--- config.mk ---
export PLATFORM = sky130hd
export DESIGN_NAME = latch_sr_write_controller
export DESIGN_NICKNAME = d
export VERILOG_FILES = /design/src/rtl/latch_ctrl_pkg.sv /design/src/rtl/round_robin_arbiter_2.sv /design/src/rtl/latch_sr_write_controller.sv
export SDC_FILE = /design/constraint.sdc
export NUM_CORES = 1
export LEC_CHECK = 0
export ABC_AREA = 1
export BUFFER_PORTS_ARGS = -buffer_cell sky130_fd_sc_hd__buf_4
export CAP_MARGIN = 25
export CORE_ASPECT_RATIO = 0.9
export CORE_MARGIN = 10
export CORE_UTILIZATION = 35
export DETAILED_ROUTE_END_ITERATION = 8
export PLACE_DENSITY = 0.64
export REMOVE_ABC_BUFFERS = 1
export SLEW_MARGIN = 15
export SYNTH_ARGS = -nofsm -noshare
export SYNTH_HDL_FRONTEND = slang
export SYNTH_SLANG_ARGS = --single-unit
--- constraint.sdc ---
create_clock -name clock -period 3.12 [get_ports clock]
set_input_delay 0.312 -clock clock [delete_from_list [all_inputs] [get_ports clock]]
set_output_delay 0.312 -clock clock [all_outputs]
set_load 0.02 [all_outputs]
--- src/rtl/latch_ctrl_pkg.sv ---
`default_nettype none
// ============================================================================
// Module      : latch_ctrl_pkg
// Description : Shared state encoding and requester ids for the SR latch
//               write controller.
// Revision    : 1.0 - initial release
// ============================================================================
package latch_ctrl_pkg;

   typedef enum logic [1:0] {
      IDLE  = 2'd0,
      SETUP = 2'd1,
      PULSE = 2'd2,
      HOLD  = 2'd3
   } state_t;

   localparam logic REQ_A = 1'b0;
   localparam logic REQ_B = 1'b1;

endpackage
`default_nettype wire

--- src/rtl/round_robin_arbiter_2.sv ---
`default_nettype none
// ============================================================================
// Module      : round_robin_arbiter_2
// Description : Combinational two-way round-robin winner select. The
//               last-winner flop lives in the controller.
// Revision    : 1.0 - initial release
// ============================================================================
module round_robin_arbiter_2
   import latch_ctrl_pkg::*;
(
   input  logic request_a,
   input  logic request_b,
   input  logic last_winner,
   output logic any_request,
   output logic winner
);

   // On a tie the requester that was not served last time wins.
   always_comb begin
      any_request = request_a | request_b;
      winner      = REQ_A;
      if (request_a && request_b) begin
         winner = (last_winner == REQ_A) ? REQ_B : REQ_A;
      end else if (request_b) begin
         winner = REQ_B;
      end
   end

endmodule
`default_nettype wire

--- src/rtl/latch_sr_write_controller.sv ---
`default_nettype none
// ============================================================================
// Module      : latch_sr_write_controller
// Description : Sequences setup / enable pulse / hold writes into a bank of
//               gated SR latches for two round-robin arbitrated requesters.
//               All outputs decode from registered state only.
// Revision    : 1.0 - initial release
// ============================================================================
module latch_sr_write_controller
   import latch_ctrl_pkg::*;
#(
   parameter int NUM_LATCHES   = 4,
   parameter int INDEX_WIDTH   = 2,
   parameter int ENABLE_CYCLES = 2
)(
   input  logic                   clock,
   input  logic                   reset_,
   input  logic                   request_a,
   input  logic [INDEX_WIDTH-1:0] index_a,
   input  logic                   value_a,
   output logic                   grant_a,
   input  logic                   request_b,
   input  logic [INDEX_WIDTH-1:0] index_b,
   input  logic                   value_b,
   output logic                   grant_b,
   output logic [NUM_LATCHES-1:0] latch_enable,
   output logic                   latch_set,
   output logic                   latch_reset,
   output logic                   busy,
   output logic                   done
);

   localparam int COUNT_WIDTH = $clog2(ENABLE_CYCLES + 1);
   localparam logic [COUNT_WIDTH-1:0] PULSE_LOAD = COUNT_WIDTH'(ENABLE_CYCLES - 1);

   state_t                 state;
   state_t                 next_state;
   logic [COUNT_WIDTH-1:0] pulse_count;
   logic [INDEX_WIDTH-1:0] cmd_index;
   logic                   cmd_value;
   logic                   cmd_winner;
   logic                   last_winner;
   logic                   any_request;
   logic                   winner;

   round_robin_arbiter_2 u_arbiter (
      .request_a   (request_a),
      .request_b   (request_b),
      .last_winner (last_winner),
      .any_request (any_request),
      .winner      (winner)
   );

   // State register; reset aborts any write in flight.
   always_ff @(posedge clock or negedge reset_) begin
      if (!reset_) begin
         state <= IDLE;
      end else begin
         state <= next_state;
      end
   end

   // Capture the winning command at the accept edge so later input changes
   // cannot disturb the write in progress.
   always_ff @(posedge clock or negedge reset_) begin
      if (!reset_) begin
         cmd_index   <= '0;
         cmd_value   <= 1'b0;
         cmd_winner  <= REQ_A;
         last_winner <= REQ_B;
      end else if (state == IDLE && any_request) begin
         cmd_index   <= (winner == REQ_B) ? index_b : index_a;
         cmd_value   <= (winner == REQ_B) ? value_b : value_a;
         cmd_winner  <= winner;
         last_winner <= winner;
      end
   end

   // Enable-window down-counter: loaded in SETUP, expires at zero in PULSE.
   always_ff @(posedge clock or negedge reset_) begin
      if (!reset_) begin
         pulse_count <= '0;
      end else if (state == SETUP) begin
         pulse_count <= PULSE_LOAD;
      end else if (state == PULSE && pulse_count != '0) begin
         pulse_count <= pulse_count - 1'b1;
      end
   end

   // Next-state and Moore output decode.
   always_comb begin
      next_state  = state;
      grant_a     = 1'b0;
      grant_b     = 1'b0;
      busy        = 1'b0;
      done        = 1'b0;
      latch_set   = 1'b0;
      latch_reset = 1'b0;
      case (state)
         IDLE: begin
            if (any_request) begin
               next_state = SETUP;
            end
         end
         SETUP: begin
            busy        = 1'b1;
            grant_a     = (cmd_winner == REQ_A);
            grant_b     = (cmd_winner == REQ_B);
            latch_set   = cmd_value;
            latch_reset = ~cmd_value;
            next_state  = PULSE;
         end
         PULSE: begin
            busy        = 1'b1;
            latch_set   = cmd_value;
            latch_reset = ~cmd_value;
            if (pulse_count == '0) begin
               next_state = HOLD;
            end
         end
         HOLD: begin
            busy        = 1'b1;
            done        = 1'b1;
            latch_set   = cmd_value;
            latch_reset = ~cmd_value;
            next_state  = IDLE;
         end
         default: begin
            next_state = IDLE;
         end
      endcase
   end

   // One-hot enable decode; an index beyond the bank matches no bit.
   generate
      for (genvar i = 0; i < NUM_LATCHES; i++) begin : g_enable
         assign latch_enable[i] = (state == PULSE) && (cmd_index == INDEX_WIDTH'(i));
      end
   endgenerate

endmodule
`default_nettype wire
==> results of run 1 <==
[final cells by class]
cell class	instances	area, um^2	area share (%)
clock buffers	4	26.3	3.24
repair buffers	20	153	18.8
inverters	20	75.1	9.26
multi-input cells	55	300	37.0
well taps	24	30.0	3.70
flip-flops and latches	9	226	27.9
[metrics by stage]
| step | hold WS [ns] | utilization (%) | setup slack, ns | power (mW) |
|---|---|---|---|---|
| 6_report | 0.340 | 49.2 | 1.32 | 0.802 |
| 2_1_floorplan | 0.0164 | - | 1.50 | 0.565 |
| 3_5_place_dp | 0.145 | 47.0 | 1.59 | 0.719 |
| 5_1_grt | 0.352 | 49.2 | 1.23 | 0.886 |
| 4_1_cts | 0.335 | 49.2 | 1.29 | 0.820 |
| 3_3_place_gp | 0.144 | 47.0 | 1.65 | 0.713 |
[cell families (layout without fill, tap and decap cells)]
kind of cell,count (synthesis),count (layout)
AND/OR/NAND/NOR,47,47
buffers and inverters,20,44
flip-flops,9,9
adder cells (fa/ha/maj),6,6
AO/OA/AOI/OAI,2,2
[synth_stat cells]
| master | n | area [um^2] |
|---|---|---|
| dfrtp_1 | 8 | 200 |
| nor2_2 | 1 | 6.26 |
| nand2_1 | 25 | 93.8 |
| nor3_1 | 4 | 20.0 |
| nand2_2 | 2 | 12.5 |
| inv_2 | 1 | 3.75 |
| nand2_4 | 1 | 11.3 |
| inv_1 | 19 | 71.3 |
| nor2_4 | 1 | 11.3 |
| dfstp_2 | 1 | 26.3 |
| ha_1 | 6 | 75.1 |
| o21ai_1 | 2 | 10.0 |
| nor2_1 | 4 | 15.0 |
| nand3_1 | 9 | 45.0 |
[worst min-delay path: cells and delay by family]
family	cells	cell delay, ns
buffers and inverters	1	0.13
AND/OR/NAND/NOR	2	0.16
[layer usage]
metal / vias up / part of all wire (%) / GRT usage [%]
met3: 2 / 6.4 / 5.10
li1: 300 / - / -
met1: 231 / 48 / 7.69
met5: - / 0 / 0
met4: 0 / 0.84 / 1.87
met2: 16 / 45 / 12.2
[state kept, by name (all words and copies together), names as in the netlist]
| name | flops |
|---|---|
| cmd_index | 2 |
| pulse_count | 2 |
| state | 2 |
| cmd_value | 1 |
| cmd_winner | 1 |
| last_winner | 1 |
[cell usage in the layout, fill, tap and decap left out]
cell           synthesis  layout
nand2_1               25      25
inv_1                 19      19
buf_4                  0      19
nand3_1                9       9
dfrtp_1                8       8
ha_1                   6       6
nor3_1                 4       4
nor2_1                 4       4
clkbuf_4               0       3
o21ai_1                2       2
nand2_2                2       2
nor2_2                 1       1
nor2_4                 1       1
inv_2                  1       1
nand2_4                1       1
clkbuf_1               0       1
dlygate4sd3_1          0       1
dfstp_2                1       1
[timing repair]
| item | 4_1_cts | 5_1_grt |
|---|---|---|
| endpoints found under the setup margin | 0 | 0 |
| hold buffers | 1 | 0 |
| hold endpoints to repair | 8 | 0 |
[power groups by stage]
stage | logic (mW) | registers (mW) | clock network (mW)
2_1_floorplan | 0.346 | 0.219 | 0
3_3_place_gp | 0.484 | 0.228 | 0
3_5_place_dp | 0.490 | 0.229 | 0
4_1_cts | 0.495 | 0.228 | 0.0975
5_1_grt | 0.547 | 0.236 | 0.103
6_report | 0.482 | 0.227 | 0.0937
[worst paths after layout]
path / from / end / slack (ns) / depth (start not counted)
setup / recovery: state[0]$_DFFE_PN0P_ / latch_enable[3] / 1.32 / 5
hold / removal: request_b / last_winner$_DFFE_PN1P_ / 0.34 / 3
setup reg to reg: state[1]$_DFFE_PN0P_ / cmd_index[0]$_DFFE_PN0P_ / 1.82 / 7
hold reg to reg: last_winner$_DFFE_PN1P_ / last_winner$_DFFE_PN1P_ / 0.46 / 2
max in group asynchronous: reset_ / last_winner$_DFFE_PN1P_ / 2.50 / 2
min in group asynchronous: reset_ / state[1]$_DFFE_PN0P_ / 0.40 / 2
==> metrics.yaml, run 1 <==
layout:
  fillers: 179
  nets: 125
  final_cells: 132
  final_cell_area_um2: 811
  syn_to_final_growth_pct: 34.7
  antenna_cells_inserted: 0
  drive_gt1_share_pct: 26.9
floorplan:
  start_util_pct: 36.6
  row_count: 14
  die_area_mm2: 0.00378
  io_pins: 20
  core_region_area_mm2: 0.00165
  die_w_um: 63.7
  fp.dieH_um: 59.3
logic_synthesis:
  yosys.area_share.xor_xnor_pct: 0
  synthDistinctLibCells: 14
  ys_seq_area_share_pct: 37.6
  avgSynthCellArea_um2: 7.16
  synthSimpleGateAreaFrac_pct: 35.8
  yosys_warnings: 0
  synth_compound_area_share_pct: 1.66
  syn-instance-count: 84
  synth_area_um2: 602
  ys_ff_latch: 9
  synth.area.mux_share_pct: 0
  synth_top_family_by_area: "simple AND/OR/NAND/NOR gates"
  synthAdderAreaFrac_pct: 12.5
pwr:
  p_switching_uw: 377
  p_leak_nw: 0.485
  powerDensity_mw_per_mm2: 990
  seq_power_share_pct: 28.3
  power_frac_comb_pct: 60.1
  vdd_drop_max_mv: 0.391
  internal-power_uw: 426
  p_clk_share_pct: 11.7
  p_sw_share_pct: 47.0
critical_path:
  crit_path_start_kind: "register"
  path_class: "register to output pin"
  cp.required_ns: 2.81
  crit_buf_inv: 3
  crit_chain: "inv_1 > ha_1 > inv_1 > nor3_1 > buf_4"
  crit_family: "flip-flops"
  end_kind: "output pin"
  cp.arrival_ns: 1.49
  cp_max_fo: 5
  crit_top_cell: "inv_1"
  crit_slowest_cell: "dfrtp_1"
  max_stage_delay_ns: 0.41
grt:
  grt_util_all_layers_pct: 7.43
  gr-total-overflow: 0
  grt_max_degree: 10
  grt_pass1_vias: 532
  grt_pass1_wl_um: 2190
  antenna_found_initial: 0
routing:
  dr.pass1.iters: 3
  drc_errors: 0
  vias_per_cell: 4.16
  finalWirelength_um: 1310
  drt_iter0_markers: 2
  wl_per_cell_um: 9.90
  vias: 549
  ant_nets: 0
place:
  portBuffers: 19
  dpl.cell_count: 127
  dp_hpwl_um: 1110
  placed_cell_area_um2: 774
  gp_routability_congestion: 0.769
worst_hold_path:
  hold_class: "input port to register"
clock_network:
  clk_latency_ns: 0.26
  cts_tree: "built"
  postCtsSetupBuffers: 0
  clockBufferDepth: 2
  clock-sinks: 9
  ctsResizeCount: 0
  cts_made_buffers: 3
  clk_transition_reported_paths_ns: 0.06
  root_buffer: "clkbuf_4"
  htree_levels: 1
timing:
  hold_viol: 0
  worst_pin_slew_ns: 0.188
  rsz0062_at_grt: "false"
  maxSlewHeadroom_pct: 87.5
  tns_ns: 0
  clock.fmax_mhz: 554
  clock_skew_ns: 0.00232
  drv_slew: 0
  setup_viol: 0
  min_period_ns: 1.80
  timing.final.crit_share_pct: 57.8
status:
  status: "completed"
flow_run:
  drv_cap: 0
No activity file was read; power rests on OpenSTA's default activity.
==> inputs of run 2 (changes only) <==
- ABC_AREA: 1 -> 0
- PLACE_DENSITY: 0.64 -> 0.65
- clock period: 3.12 -> 1.8 ns (I/O delays scaled with it)
==> metrics.yaml, run 2 <==
place:
  portBuffers: 19
  dpl.cell_count: 88
  gp_routability_congestion: 0.691
  pre_cts_slack_ns: 0.293
  dp_hpwl_um: 1000
worst_hold_path:
  hold_class: "input port to register"
pwr:
  p_switching_uw: 558
  p_clk_share_pct: 11.3
  seq_power_share_pct: 30.4
  powerDensity_mw_per_mm2: 1790
  vdd_drop_max_mv: 0.903
  power_frac_comb_pct: 58.2
  p_leak_nw: 0.387
  internal-power_uw: 786
  p_sw_share_pct: 41.6
timing:
  drv_slew: 0
  whs_ns: 0.120
  timing.final.crit_share_pct: 89.0
  setup_viol: 0
  clock_skew_ns: 0.00175
  maxSlewHeadroom_pct: 84.6
  worst_pin_slew_ns: 0.231
  min_period_ns: 1.60
  tns_ns: 0
  rsz0062_at_grt: "false"
  clock.fmax_mhz: 625
  hold_viol: 0
  setup_ws_ns: 0.199
logic_synthesis:
  synth.area.mux_share_pct: 8.14
  synth_top_area_share_pct: 36.2
  synthSimpleGateAreaFrac_pct: 16.5
  synthFlopType: "dfrtp_1"
  ys_seq_area_share_pct: 41.0
  synthAdderAreaFrac_pct: 13.6
  synth_edf_count: 0
  yosys.area_share.xor_xnor_pct: 1.58
  yosys-top-cells-count: "dfrtp_1 (8), nor2_1 (7), ha_1 (6), inv_1 (6), a21oi_1 (4)"
  avgSynthCellArea_um2: 10.2
  syn-instance-count: 54
  synthDistinctLibCells: 24
  synth_area_um2: 553
  synthArstFlopShare_pct: 100
  synthTopCellsByArea: "dfrtp_1 (36%), ha_1 (14%), mux2i_1 (5.4%)"
  synth_compound_area_share_pct: 15.2
  yosys.area.top_type: "dfrtp_1"
  yosys_warnings: 0
  ys_ff_latch: 9
  yosysMostFrequentCell: "dfrtp_1"
  synth_top_family_by_area: "simple AND/OR/NAND/NOR gates"
grt:
  antenna_found_initial: 0
  gr-total-overflow: 0
  grt_pass1_wl_um: 1950
  grt_pass1_vias: 442
  grt_util_all_layers_pct: 7.35
  grt_max_degree: 10
layout:
  final_cells: 93
  layout_common_cells: "buf_4 (19), dfrtp_1 (8), nor2_1 (7)"
  final_util_pct: 51.3
  drive_gt1_share_pct: 35.9
  antenna_cells_inserted: 0
  reg_top3: "cmd_index x2, pulse_count x2, state x2"
  syn_to_final_growth_pct: 35.7
  nets: 95
  final_common_cell: "buf_4"
routing:
  dr.pass1.iters: 3
  drc_errors: 0
  wl_per_cell_um: 12.6
  finalWirelength_um: 1170
  drt_iter0_markers: 2
  vias_per_cell: 4.65
  vias: 432
  ant_nets: 0
critical_path:
  max_stage_delay_ns: 0.41
  path_class: "register to output pin"
  cp.arrival_ns: 1.42
  end_kind: "output pin"
  cp_max_fo: 6
  crit_path_start_kind: "register"
  crit_chain: "inv_1 > ha_1 > nor3b_1 > buf_4"
  cp.required_ns: 1.62
  crit_slowest_cell: "dfrtp_1"
clock_network:
  clk_latency_ns: 0.26
  htree_levels: 1
  postCtsSetupBuffers: 0
  cts_made_buffers: 3
  clock-sinks: 9
  root_buffer: "clkbuf_4"
  cts_tree: "built"
  ctsResizeCount: 0
  clockBufferDepth: 2
  clk_transition_reported_paths_ns: 0.06
status:
  status: "completed"
floorplan:
  core_region_area_mm2: 0.00146
  die_area_mm2: 0.00357
  die_w_um: 61.9
  io_pins: 20
  row_count: 13
  start_util_pct: 37.8
  fp.dieH_um: 57.7
flow_run:
  drv_cap: 0
[run 2: cell types whose count changed after synthesis, sizes merged, moves of 2 or more]
cell   change
nor2b      +2
inv       -14
nor3       -4
nand2     -26
a21oi      +5
nand3      -9
mux2i      +3
[run 2: worst max-delay path, delay by kind of cell, from the launching register on]
kind	cells	cell delay, ns
flip-flops	1	0.41
buffers and inverters	2	0.29
adder cells (fa/ha/maj)	1	0.24
AND/OR/NAND/NOR	1	0.22
[run 2: per-layer routing]
metal	routed length, um	track usage [%]
met3	95	5.88
met1	554	8.43
met5	0	0
met2	512	10.2
met4	7	1.91
[run 2: final cells by class]
class	count	area (um^2)
clock buffer	4	26.3
fill	141	713
inverter	6	22.5
multi-input combinational	39	304
sequential	9	226
tap	15	18.8
timing repair buffer	20	153
[run 2: logic make-up (layout without fill, tap and decap cells)]
| family | Yosys count | after routing |
|---|---|---|
| AOI/OAI and AO/OA | 11 | 11 |
| and+or+nand+nor | 17 | 17 |
| adders and majority gates | 6 | 6 |
| muxes | 4 | 4 |
| DFF | 9 | 9 |
| buffers and inverters | 6 | 30 |
| xor gates and xnor gates | 1 | 1 |
[run 2: final timing paths]
kind / startpoint / end / slack [ns] / depth (start not counted)
hold / removal: request_a / last_winner$_DFFE_PN1P_ / 0.12 / 2
max in group asynchronous: reset_ / last_winner$_DFFE_PN1P_ / 1.30 / 2
min in group asynchronous: reset_ / cmd_index[1]$_DFFE_PN0P_ / 0.28 / 2
setup / recovery: state[0]$_DFFE_PN0P_ / latch_enable[0] / 0.20 / 4
setup reg to reg: state[0]$_DFFE_PN0P_ / state[1]$_DFFE_PN0P_ / 0.30 / 5
hold reg to reg: pulse_count[0]$_DFFE_PN0P_ / pulse_count[0]$_DFFE_PN0P_ / 0.53 / 2
[run 2: metrics by stage]
stage	power, mW	cell area (um^2)
4_1_cts	1.37	751
6_report	1.34	751
3_3_place_gp	1.19	714
3_5_place_dp	1.21	714
5_1_grt	1.48	751
2_1_floorplan	0.949	553
[run 2: repair_timing]
item	CTS	global route
endpoints found under the hold margin	9	0
setup endpoints to repair	0	0
hold buffers	1	0
[run 2: power groups by stage]
| stage | clock (mW) | combinational [mW] | sequential, mW |
|---|---|---|---|
| 2_1_floorplan | 0 | 0.558 | 0.390 |
| 3_3_place_gp | 0 | 0.786 | 0.409 |
| 3_5_place_dp | 0 | 0.796 | 0.413 |
| 4_1_cts | 0.159 | 0.801 | 0.410 |
| 5_1_grt | 0.172 | 0.877 | 0.427 |
| 6_report | 0.152 | 0.783 | 0.409 |
